## config.mk

```make
export PLATFORM = sky130hd
export DESIGN_NAME = dram_addr_mapper
export DESIGN_NICKNAME = d
export VERILOG_FILES = /design/src/rtl/dram_pkg.sv /design/src/rtl/dram_open_row_table.sv /design/src/rtl/dram_addr_mapper.sv
export SDC_FILE = /design/constraint.sdc
export NUM_CORES = 1
export LEC_CHECK = 0
export CELL_PAD_IN_SITES_DETAIL_PLACEMENT = 0
export CELL_PAD_IN_SITES_GLOBAL_PLACEMENT = 2
export CORE_ASPECT_RATIO = 1.4
export CORE_MARGIN = 2
export CORE_UTILIZATION = 35
export CTS_BUF_LIST = sky130_fd_sc_hd__clkbuf_8 sky130_fd_sc_hd__clkbuf_16
export DETAILED_ROUTE_END_ITERATION = 6
export PLACE_DENSITY_LB_ADDON = 0.2
export SLEW_MARGIN = 40
export SYNTH_ARGS = -nofsm -noshare
export SYNTH_HDL_FRONTEND = slang
export SYNTH_SLANG_ARGS = --single-unit
export TNS_END_PERCENT = 5
```

## constraint.sdc

```tcl
create_clock -name clk -period 2.7 [get_ports clk]
set_input_delay 0.405 -clock clk [delete_from_list [all_inputs] [get_ports clk]]
set_output_delay 0.405 -clock clk [all_outputs]
set_load 0.05 [all_outputs]
```

## src/rtl/dram_pkg.sv

```systemverilog
// Shared constants and helpers for the DRAM address mapper.
package dram_pkg;

  // Row-buffer classification codes carried on out_hit
  localparam logic [1:0] HIT      = 2'b00;
  localparam logic [1:0] MISS     = 2'b01;
  localparam logic [1:0] CONFLICT = 2'b10;

  // Address layouts
  localparam int MAP_INTERLEAVED = 0;  // {row,bank,col,offset}
  localparam int MAP_LINEAR      = 1;  // {bank,row,col,offset}

  // Width of a field indexing n entries (at least one bit)
  function automatic int fld_w(input int n);
    if (n <= 1) begin
      return 1;
    end else begin
      return $clog2(n);
    end
  endfunction

  // Total address width implied by the field layout
  function automatic int addr_w(input int ow, input int nb, input int nr, input int nc);
    return ow + fld_w(nb) + fld_w(nr) + fld_w(nc);
  endfunction

  // Classify a request against the open-row state of its bank
  function automatic logic [1:0] classify(input logic vld, input logic row_eq);
    if (!vld) begin
      return MISS;
    end else if (row_eq) begin
      return HIT;
    end else begin
      return CONFLICT;
    end
  endfunction

endpackage

```

## src/rtl/dram_open_row_table.sv

```systemverilog
// Per-bank open-row tracker: precharge closes, open write sets {vld,row}.
// The open write wins over a precharge of the same bank in the same cycle.
module dram_open_row_table
  import dram_pkg::*;
#(
  parameter  int NUM_OF_BANKS = 8,
  parameter  int ROW_W        = 7,
  localparam int BANK_W       = fld_w(NUM_OF_BANKS)
) (
  input  logic              clk,
  input  logic              rst,
  input  logic              pre_valid,
  input  logic [BANK_W-1:0] pre_bank,
  input  logic              pre_all,
  input  logic              open_en,
  input  logic [BANK_W-1:0] open_bank,
  input  logic [ROW_W-1:0]  open_row,
  input  logic [BANK_W-1:0] lookup_bank,
  output logic              lookup_vld,
  output logic [ROW_W-1:0]  lookup_row
);

  logic [NUM_OF_BANKS-1:0] r_vld;
  logic [ROW_W-1:0]        r_row [NUM_OF_BANKS];

  // Table update: precharge first, then the activation of the handed-off request
  always_ff @(posedge clk) begin
    if (rst) begin
      r_vld <= '0;
      for (int b = 0; b < NUM_OF_BANKS; b++) begin
        r_row[b] <= '0;
      end
    end else begin
      for (int b = 0; b < NUM_OF_BANKS; b++) begin
        if (open_en && (open_bank == BANK_W'(b))) begin
          r_vld[b] <= 1'b1;
          r_row[b] <= open_row;
        end else if (pre_all || (pre_valid && (pre_bank == BANK_W'(b)))) begin
          r_vld[b] <= 1'b0;
        end
      end
    end
  end

  assign lookup_vld = r_vld[lookup_bank];
  assign lookup_row = r_row[lookup_bank];

endmodule

```

## src/rtl/dram_addr_mapper.sv

```systemverilog
// Registered address mapper: slices the request address into bank/row/col/offset
// and tags it HIT/MISS/CONFLICT against the open-row state after this cycle's updates.
module dram_addr_mapper
  import dram_pkg::*;
#(
  parameter  int ADDR_WIDTH   = 20,
  parameter  int NUM_OF_BANKS = 8,
  parameter  int NUM_OF_ROWS  = 128,
  parameter  int NUM_OF_COLS  = 8,
  parameter  int OFFSET_WIDTH = 7,
  parameter  int MAP_MODE     = 0,
  localparam int BANK_W       = fld_w(NUM_OF_BANKS),
  localparam int ROW_W        = fld_w(NUM_OF_ROWS),
  localparam int COL_W        = fld_w(NUM_OF_COLS)
) (
  input  logic                    clk,
  input  logic                    rst,
  input  logic                    in_valid,
  output logic                    in_ready,
  input  logic [ADDR_WIDTH-1:0]   in_addr,
  input  logic                    in_we,
  output logic                    out_valid,
  input  logic                    out_ready,
  output logic [BANK_W-1:0]       out_bank,
  output logic [ROW_W-1:0]        out_row,
  output logic [COL_W-1:0]        out_col,
  output logic [OFFSET_WIDTH-1:0] out_offset,
  output logic                    out_we,
  output logic [1:0]              out_hit,
  input  logic                    pre_valid,
  input  logic [BANK_W-1:0]       pre_bank,
  input  logic                    pre_all
);

  localparam int COL_LSB = OFFSET_WIDTH;
  localparam int MID_LSB = OFFSET_WIDTH + COL_W;

  if (ADDR_WIDTH != addr_w(OFFSET_WIDTH, NUM_OF_BANKS, NUM_OF_ROWS, NUM_OF_COLS)) begin : g_width_err
    $error("dram_addr_mapper: ADDR_WIDTH does not match the field layout");
  end

  logic                    r_out_valid;
  logic [BANK_W-1:0]       r_bank;
  logic [ROW_W-1:0]        r_row;
  logic [COL_W-1:0]        r_col;
  logic [OFFSET_WIDTH-1:0] r_offset;
  logic                    r_we;
  logic [1:0]              r_hit;

  logic [BANK_W-1:0]       w_bank;
  logic [ROW_W-1:0]        w_row;
  logic [COL_W-1:0]        w_col;
  logic [OFFSET_WIDTH-1:0] w_offset;
  logic                    w_in_ready;
  logic                    w_load;
  logic                    w_out_hs;
  logic                    w_pre_in;
  logic                    w_open_in;
  logic                    w_pre_held;
  logic                    w_tbl_vld;
  logic [ROW_W-1:0]        w_tbl_row;
  logic                    w_nxt_vld;
  logic [ROW_W-1:0]        w_nxt_row;
  logic [1:0]              w_hit;

  assign w_in_ready = !r_out_valid || out_ready;
  assign w_load     = in_valid && w_in_ready;
  assign w_out_hs   = r_out_valid && out_ready;
  assign w_pre_in   = pre_all || (pre_valid && (pre_bank == w_bank));
  assign w_open_in  = w_out_hs && (r_bank == w_bank);
  assign w_pre_held = pre_all || (pre_valid && (pre_bank == r_bank));

  // Address slicer for the selected layout
  always_comb begin
    w_offset = in_addr[OFFSET_WIDTH-1:0];
    w_col    = in_addr[MID_LSB-1:COL_LSB];
    if (MAP_MODE == MAP_LINEAR) begin
      w_row  = in_addr[MID_LSB+ROW_W-1:MID_LSB];
      w_bank = in_addr[MID_LSB+ROW_W+BANK_W-1:MID_LSB+ROW_W];
    end else begin
      w_bank = in_addr[MID_LSB+BANK_W-1:MID_LSB];
      w_row  = in_addr[MID_LSB+BANK_W+ROW_W-1:MID_LSB+BANK_W];
    end
  end

  dram_open_row_table #(
    .NUM_OF_BANKS (NUM_OF_BANKS),
    .ROW_W        (ROW_W)
  ) u_table (
    .clk         (clk),
    .rst         (rst),
    .pre_valid   (pre_valid),
    .pre_bank    (pre_bank),
    .pre_all     (pre_all),
    .open_en     (w_out_hs),
    .open_bank   (r_bank),
    .open_row    (r_row),
    .lookup_bank (w_bank),
    .lookup_vld  (w_tbl_vld),
    .lookup_row  (w_tbl_row)
  );

  // Bypass: the incoming request sees the table as it will be after this cycle
  always_comb begin
    w_nxt_vld = w_tbl_vld;
    w_nxt_row = w_tbl_row;
    if (w_open_in) begin
      w_nxt_vld = 1'b1;
      w_nxt_row = r_row;
    end else if (w_pre_in) begin
      w_nxt_vld = 1'b0;
    end else begin
      w_nxt_vld = w_tbl_vld;
    end
    w_hit = classify(w_nxt_vld, w_nxt_row == w_row);
  end

  // Output register: load, drain, or demote a stalled entry to MISS on precharge
  always_ff @(posedge clk) begin
    if (rst) begin
      r_out_valid <= 1'b0;
      r_bank      <= '0;
      r_row       <= '0;
      r_col       <= '0;
      r_offset    <= '0;
      r_we        <= 1'b0;
      r_hit       <= 2'b00;
    end else if (w_load) begin
      r_out_valid <= 1'b1;
      r_bank      <= w_bank;
      r_row       <= w_row;
      r_col       <= w_col;
      r_offset    <= w_offset;
      r_we        <= in_we;
      r_hit       <= w_hit;
    end else if (w_out_hs) begin
      r_out_valid <= 1'b0;
    end else if (r_out_valid && w_pre_held) begin
      r_hit       <= MISS;
    end
  end

  assign in_ready   = w_in_ready;
  assign out_valid  = r_out_valid;
  assign out_bank   = r_bank;
  assign out_row    = r_row;
  assign out_col    = r_col;
  assign out_offset = r_offset;
  assign out_we     = r_we;
  assign out_hit    = r_hit;

endmodule

```

# Word level (Yosys, flattened, before mapping)
# Memories as Yosys holds them, arrays and structs flattened.
# Cells that the tools add are included.
# totals
out_inout_bits,25
memories,1
mem_bits_rw,56
reg_bits,32
elab_cells,153
# op_classes
mux,62
eq_ne,19
reduce_logical,47
order_cmp,1
bitwise_logic,8
# memory_table
memory,words,word_bits,read_ports,rd_clocked_by_memory_dff,write_ports,line,source
u_table.r_row,8,7,1,0,8,dram_open_row_table.sv:24,logic [ROW_W-1:0] r_row [NUM_OF_BANKS];
# op_table
cell,count
$mux W7,9
$mux W1,47
$eq A3 B3 Y1 const B,8
$logic_and A1 B1 Y1,22
$reduce_bool A2 Y1,10
$eq A3 B2 Y1 const B,4
$logic_or A1 B1 Y1,11
$mux W2,5
$eq A3 B3 Y1,3
$or A1 B1 Y1,8
$eq A7 B7 Y1,1
$eq A3 B1 Y1 const B,2
$logic_not A3 Y1,2
$lt A3 B4 Y1 const B,1
$bmux W1 S3,1
$ne A2 B2 Y1 const B,1
$reduce_and A2 Y1,1
$logic_not A1 Y1,1

# Longest topological paths before layout
# depth
ltp_word,7
depth_mapped,8

# By module
# Synthesis repeated with hierarchy kept, for this count alone.
# hier_totals
cells_unflattened,341
hier_area_um2,4036.4
# by_module_without_submodules
module,cells_per_inst,area_per_inst_um2,seq_area_each_um2,instances
dram_open_row_table,193,2872.8,1841.8,1
dram_addr_mapper,148,1163.6,480.5,1

# Least setup slack after synthesis
# OpenSTA, ideal clock, no wires.
# synth_timing
path_kind,flip-flop to flip-flop
startpoint,register r_bank[0] (netlist: out_bank[0])
endpoint,register r_hit[1] (netlist: out_hit[1])
t_arrival_ns,2.289
n_path_buf,2
period_less_slack_ns,2.384
required_time_ns,2.605
slack_ns,0.316
path_stages_with_launch,9
path_cell_list,dfxtp_1 -> buf_2 -> xor2_1 -> or4_1 -> buf_2 -> mux2i_1 -> xor2_1 -> and4_1 -> a221oi_1
# synth_between
elab_chain_cells,7
# synth_rtl
element,line,source
"start, declared",dram_addr_mapper.sv:43,logic [BANK_W-1:0] r_bank;
"start signal, assigned",dram_addr_mapper.sv:130,r_bank <= w_bank;
$eq A3 B3 Y1,dram_addr_mapper.sv:70,assign w_open_in = w_out_hs && (r_bank == w_bank);
$logic_and A1 B1 Y1,dram_addr_mapper.sv:70,
$mux W7,dram_addr_mapper.sv:107,if (w_open_in) begin
$eq A7 B7 Y1,dram_addr_mapper.sv:115,"w_hit = classify(w_nxt_vld, w_nxt_row == w_row);"
$mux W2,dram_pkg.sv:31,end else if (row_eq) begin
$mux W2,dram_pkg.sv:29,if (!vld) begin
$mux W2,dram_addr_mapper.sv:128,end else if (w_load) begin
"end signal, assigned",dram_addr_mapper.sv:135,r_hit <= w_hit;
"end, declared",dram_addr_mapper.sv:48,logic [1:0] r_hit;
# Several ways; a longest one is shown, not always the timed one.
# A chain may end at the register's enable or synchronous reset.

# Worst setup path in the final report
# layout_timing
startpoint,input port in_addr[10]
endpoint,register r_hit[1] (netlist: out_hit[1])
# layout_between
elab_chain_cells,7
# layout_rtl
element,line,source
"start, declared",dram_addr_mapper.sv:20,"input logic [ADDR_WIDTH-1:0] in_addr,"
"parallel branches: the longest is 5 deep, another holds $mem_v2 Z8 W7",--,
$mux W2 (*),dram_pkg.sv:29,
$mux W2 (*),dram_addr_mapper.sv:128,
# Mark *: on every way between the ends. The select of a mux whose other input is x is not followed.

==> results.md <==
* Max Clk Rate at approximately 420 MHz
* Die Y-Extent at 130 um
* DRC errors left at 0
* Detail Route Antenna Nets at 0
* Via count at 2772
* Antenna diode count at 0
* Design Area, Final at 5150 um2
* Net load switching power at 788 uW
* GRT Resource Usage Total at 18.6%
* Vias in the first global route at 2816
* Sw Share at 23.5%
* Cts bufs inserted at 9
* Clock Latency Late Sink at 0.34 ns
* Crit path max-delay family: multiplexers
* Placed inst area at 4820 um2
* Crit-path max FO at 15
* Area growth syn-to-layout at 28.9%
* Setup_tns at 0 ns
* Cell breakdown of the critical path: clkdlybuf4s50_1, buf_12, mux4_1, mux2_2, mux2i_1, xor2_1, and4_1, a221oi_1
* Std-Cell Rows at 46
* CP max stage cell: mux4_1
* Critical R2R Launch: out_bank[2]$_SDFFE_PP0P_
* Die Area at between 10000 and 15000 um2
* Sequential group share of total power at 45.1%
* Routed wire per std cell at 19.4 um
* Worst Hold Path EP: out_col[0]$_SDFFE_PP0P_
* Yosys synthesis warning count at 0
* Min Hold Slack at ~0.45 ns
* H-Tree Depth at 3
* Delay of the slowest cell on the worst path at 0.58 ns
* Most frequent cells in the layout: edfxtp_1 (56), nand2_1 (54), clkdlybuf4s50_1 (54)
* FILL cells at about 1100
* Drt total wl at 10700 um
* Pre-CTS setup slack at -0.0666 ns
* 1st-pass router iterations at 4
* Total power at 3.35 mW
* Share of layout cells above drive strength 1 at 12.2%
* Tcrit/Tclk final at approximately nine tenths
* Hold Vio Cnt, Final at 0
* Pwr Density at 651 nW/um2
* Seq/Total Area, Yosys at 58.1%
* RSZ-0062 raised after global routing: false
* Die W at 94.3 um
* Static leakage at a little under 2 nW
* Syn avg cell area at 11.9 um2
* Multi-input logic area at about 1500 um2
* CP bufs+invs at 2
* Core Region at 11200 um2
* Register area at 2320 um2
* Worst setup EP type: flop
* Internal power component at 2.57 mW
* Flops & latches, synth at between 80 and 90
* Final min period at 2.40 ns
* CTS sink cnt at 88
* Setup slack, reg-to-reg at 0.57 ns
* Hold Path Class: flop to flop
* First-pass GRT wire length at around 16000 um
* Reg2Reg Depth at 7
* DRT iter0 DRCs at 133
* Largest net degree at the start of global routing at 19
* Slew headroom at 63.3%
* I/O Pins at 55
* Post-Syn Instances at 337
* Crit Path Class: input port to flop
* WP data required at 2.95 ns
* Hold_buf cts at 0
* Synth cell types at 32
* Maximum VDD drop at 0.262 mV
* Nets at roughly 440
* Clock group share of total power at between 40 and 50%
* Fin util at 45.9%
* Final setup violation count at 0
* Antenna violations before repair at 0
* Buffer type at the clock tree root: clkbuf_16
* Placed Cells at 540
* Clk buf depth at 2
* Hold path depth at 2
* Fin worst setup slack at 0.300 ns
* Post-CTS Setup Bufs at 0
* Clock Skew at 0.00420 ns
* Commonest non-fill, non-tap cell in the layout: edfxtp_1
* CP startpoint kind: input port
* Syn Nets at 367
* CTS tree: yes
* WP data arrival at 2.65 ns
* Hold Startpoint: out_col[0]$_SDFFE_PP0P_
* Via density per instance at 4.99
* Slew Viols, Final at 0
* Cell Area, Synth at 4000 um2
* Comb pwr share at 12.6%
* Post-DP HPWL at ~7700 um
* PortBufs at 54
* Starting density of the core at a little over a third
* Outcome: complete, no violations
* Stages on worst setup path at 8
* Fin cells at around 560
* Max-cap viol count at 0
* R2R Path End: out_hit[1]$_SDFFE_PP0P_
* Post-cts sizing count at 0
* Worst-path clk slew at 0.06 ns
* Routability cong. at 0.763
* Worst Tran Pin Value at 0.551 ns
* Remaining Overflow, GRT at 0
-- worst register-to-register path: cells and delay by family (launching register included) --
| family | cells | cell delay [ns] |
|---|---|---|
| AOI/OAI and AO/OA | 1 | 0.11 |
| xor gates and xnor gates | 2 | 0.22 |
| buffers and inverters | 1 | 0.21 |
| DFF | 1 | 0.47 |
| muxes | 1 | 0.19 |
| and+or+nand+nor | 2 | 0.80 |
-- per-layer routing --
metal | global-route usage [%] | vias up | part of all wire (%)
met2 | 33.1 | 72 | 52
li1 | - | 1332 | -
met3 | 2.47 | 15 | 4.6
met4 | 7.25 | 0 | 1.8
met5 | 0 | - | 0
met1 | 23.0 | 1353 | 41
-- power groups by stage --
stage / clock network (mW) / logic [mW] / registers [mW]
floorplan: 0 / 0.188 / 1.60
CTS: 1.44 / 0.428 / 1.51
detailed placement: 0 / 0.426 / 1.54
global route: 1.49 / 0.453 / 1.52
global placement: 0 / 0.426 / 1.54
finish: 1.42 / 0.422 / 1.51
-- cell type report --
type	count	share of cell area, %
multi-input combinational	220	29.7
sequential	88	45.1
clock buffer	9	4.37
tap	144	3.50
inverter	9	0.656
clock inverter	6	2.09
timing repair buffer	79	14.6
-- registers in the layout, summed over array words and instances, names as in the netlist --
register       cells
out_col            3
out_we             1
out_row            7
out_hit            2
out_offset         7
u_table.r_vld      8
out_bank           3
out_valid          1
u_table.r_row     56
-- cell usage after synthesis --
cell | number | share of area, %
and4_1 | 1 | 0.22
and3_1 | 1 | 0.16
and2_1 | 1 | 0.16
a21oi_1 | 30 | 3.8
mux2i_1 | 8 | 2.0
nor4_2 | 1 | 0.31
inv_1 | 9 | 0.85
a41o_1 | 1 | 0.25
or4_1 | 1 | 0.19
mux4_1 | 13 | 8.5
nor2_1 | 46 | 4.3
nor2b_1 | 3 | 0.47
buf_6 | 2 | 0.56
nand2b_1 | 19 | 3.0
a21o_1 | 1 | 0.19
xnor2_1 | 10 | 2.2
nand4_1 | 1 | 0.16
mux2_2 | 7 | 2.0
and2_0 | 1 | 0.16
nand2_1 | 54 | 5.1
clkbuf_1 | 12 | 1.1
dfxtp_1 | 32 | 16
buf_2 | 5 | 0.63
mux4_2 | 3 | 1.7
nand3_1 | 2 | 0.25
o311ai_0 | 2 | 0.44
o211ai_1 | 6 | 1.1
o21ai_0 | 1 | 0.13
a221oi_1 | 1 | 0.22
xor2_1 | 6 | 1.3
edfxtp_1 | 56 | 42
buf_12 | 1 | 0.50
-- worst max-delay path by stage --
stage | endpoint | from | slack [ns]
6_report | out_hit[1]$_SDFFE_PP0P_ | in_addr[10] | 0.30
5_1_grt | out_hit[1]$_SDFFE_PP0P_ | in_addr[10] | 0.20
3_5_place_dp | out_hit[1]$_SDFFE_PP0P_ | in_addr[10] | -0.07
2_1_floorplan | out_hit[1]$_SDFFE_PP0P_ | out_bank[0]$_SDFFE_PP0P_ | 0.32
4_1_cts | out_hit[1]$_SDFFE_PP0P_ | in_addr[10] | 0.28
3_3_place_gp | out_hit[1]$_SDFFE_PP0P_ | in_addr[10] | -0.07
-- cells by family after synthesis --
| family | count (synthesis) | share of synthesized area, % |
|---|---|---|
| muxes | 31 | 14.2 |
| and+or+nand+nor | 131 | 14.4 |
| buffers and inverters | 29 | 3.66 |
| xor gates and xnor gates | 16 | 3.51 |
| DFF | 88 | 58.1 |
| AOI/OAI and AO/OA | 42 | 6.10 |
Note: power is estimated with default switching activity, not from simulation.
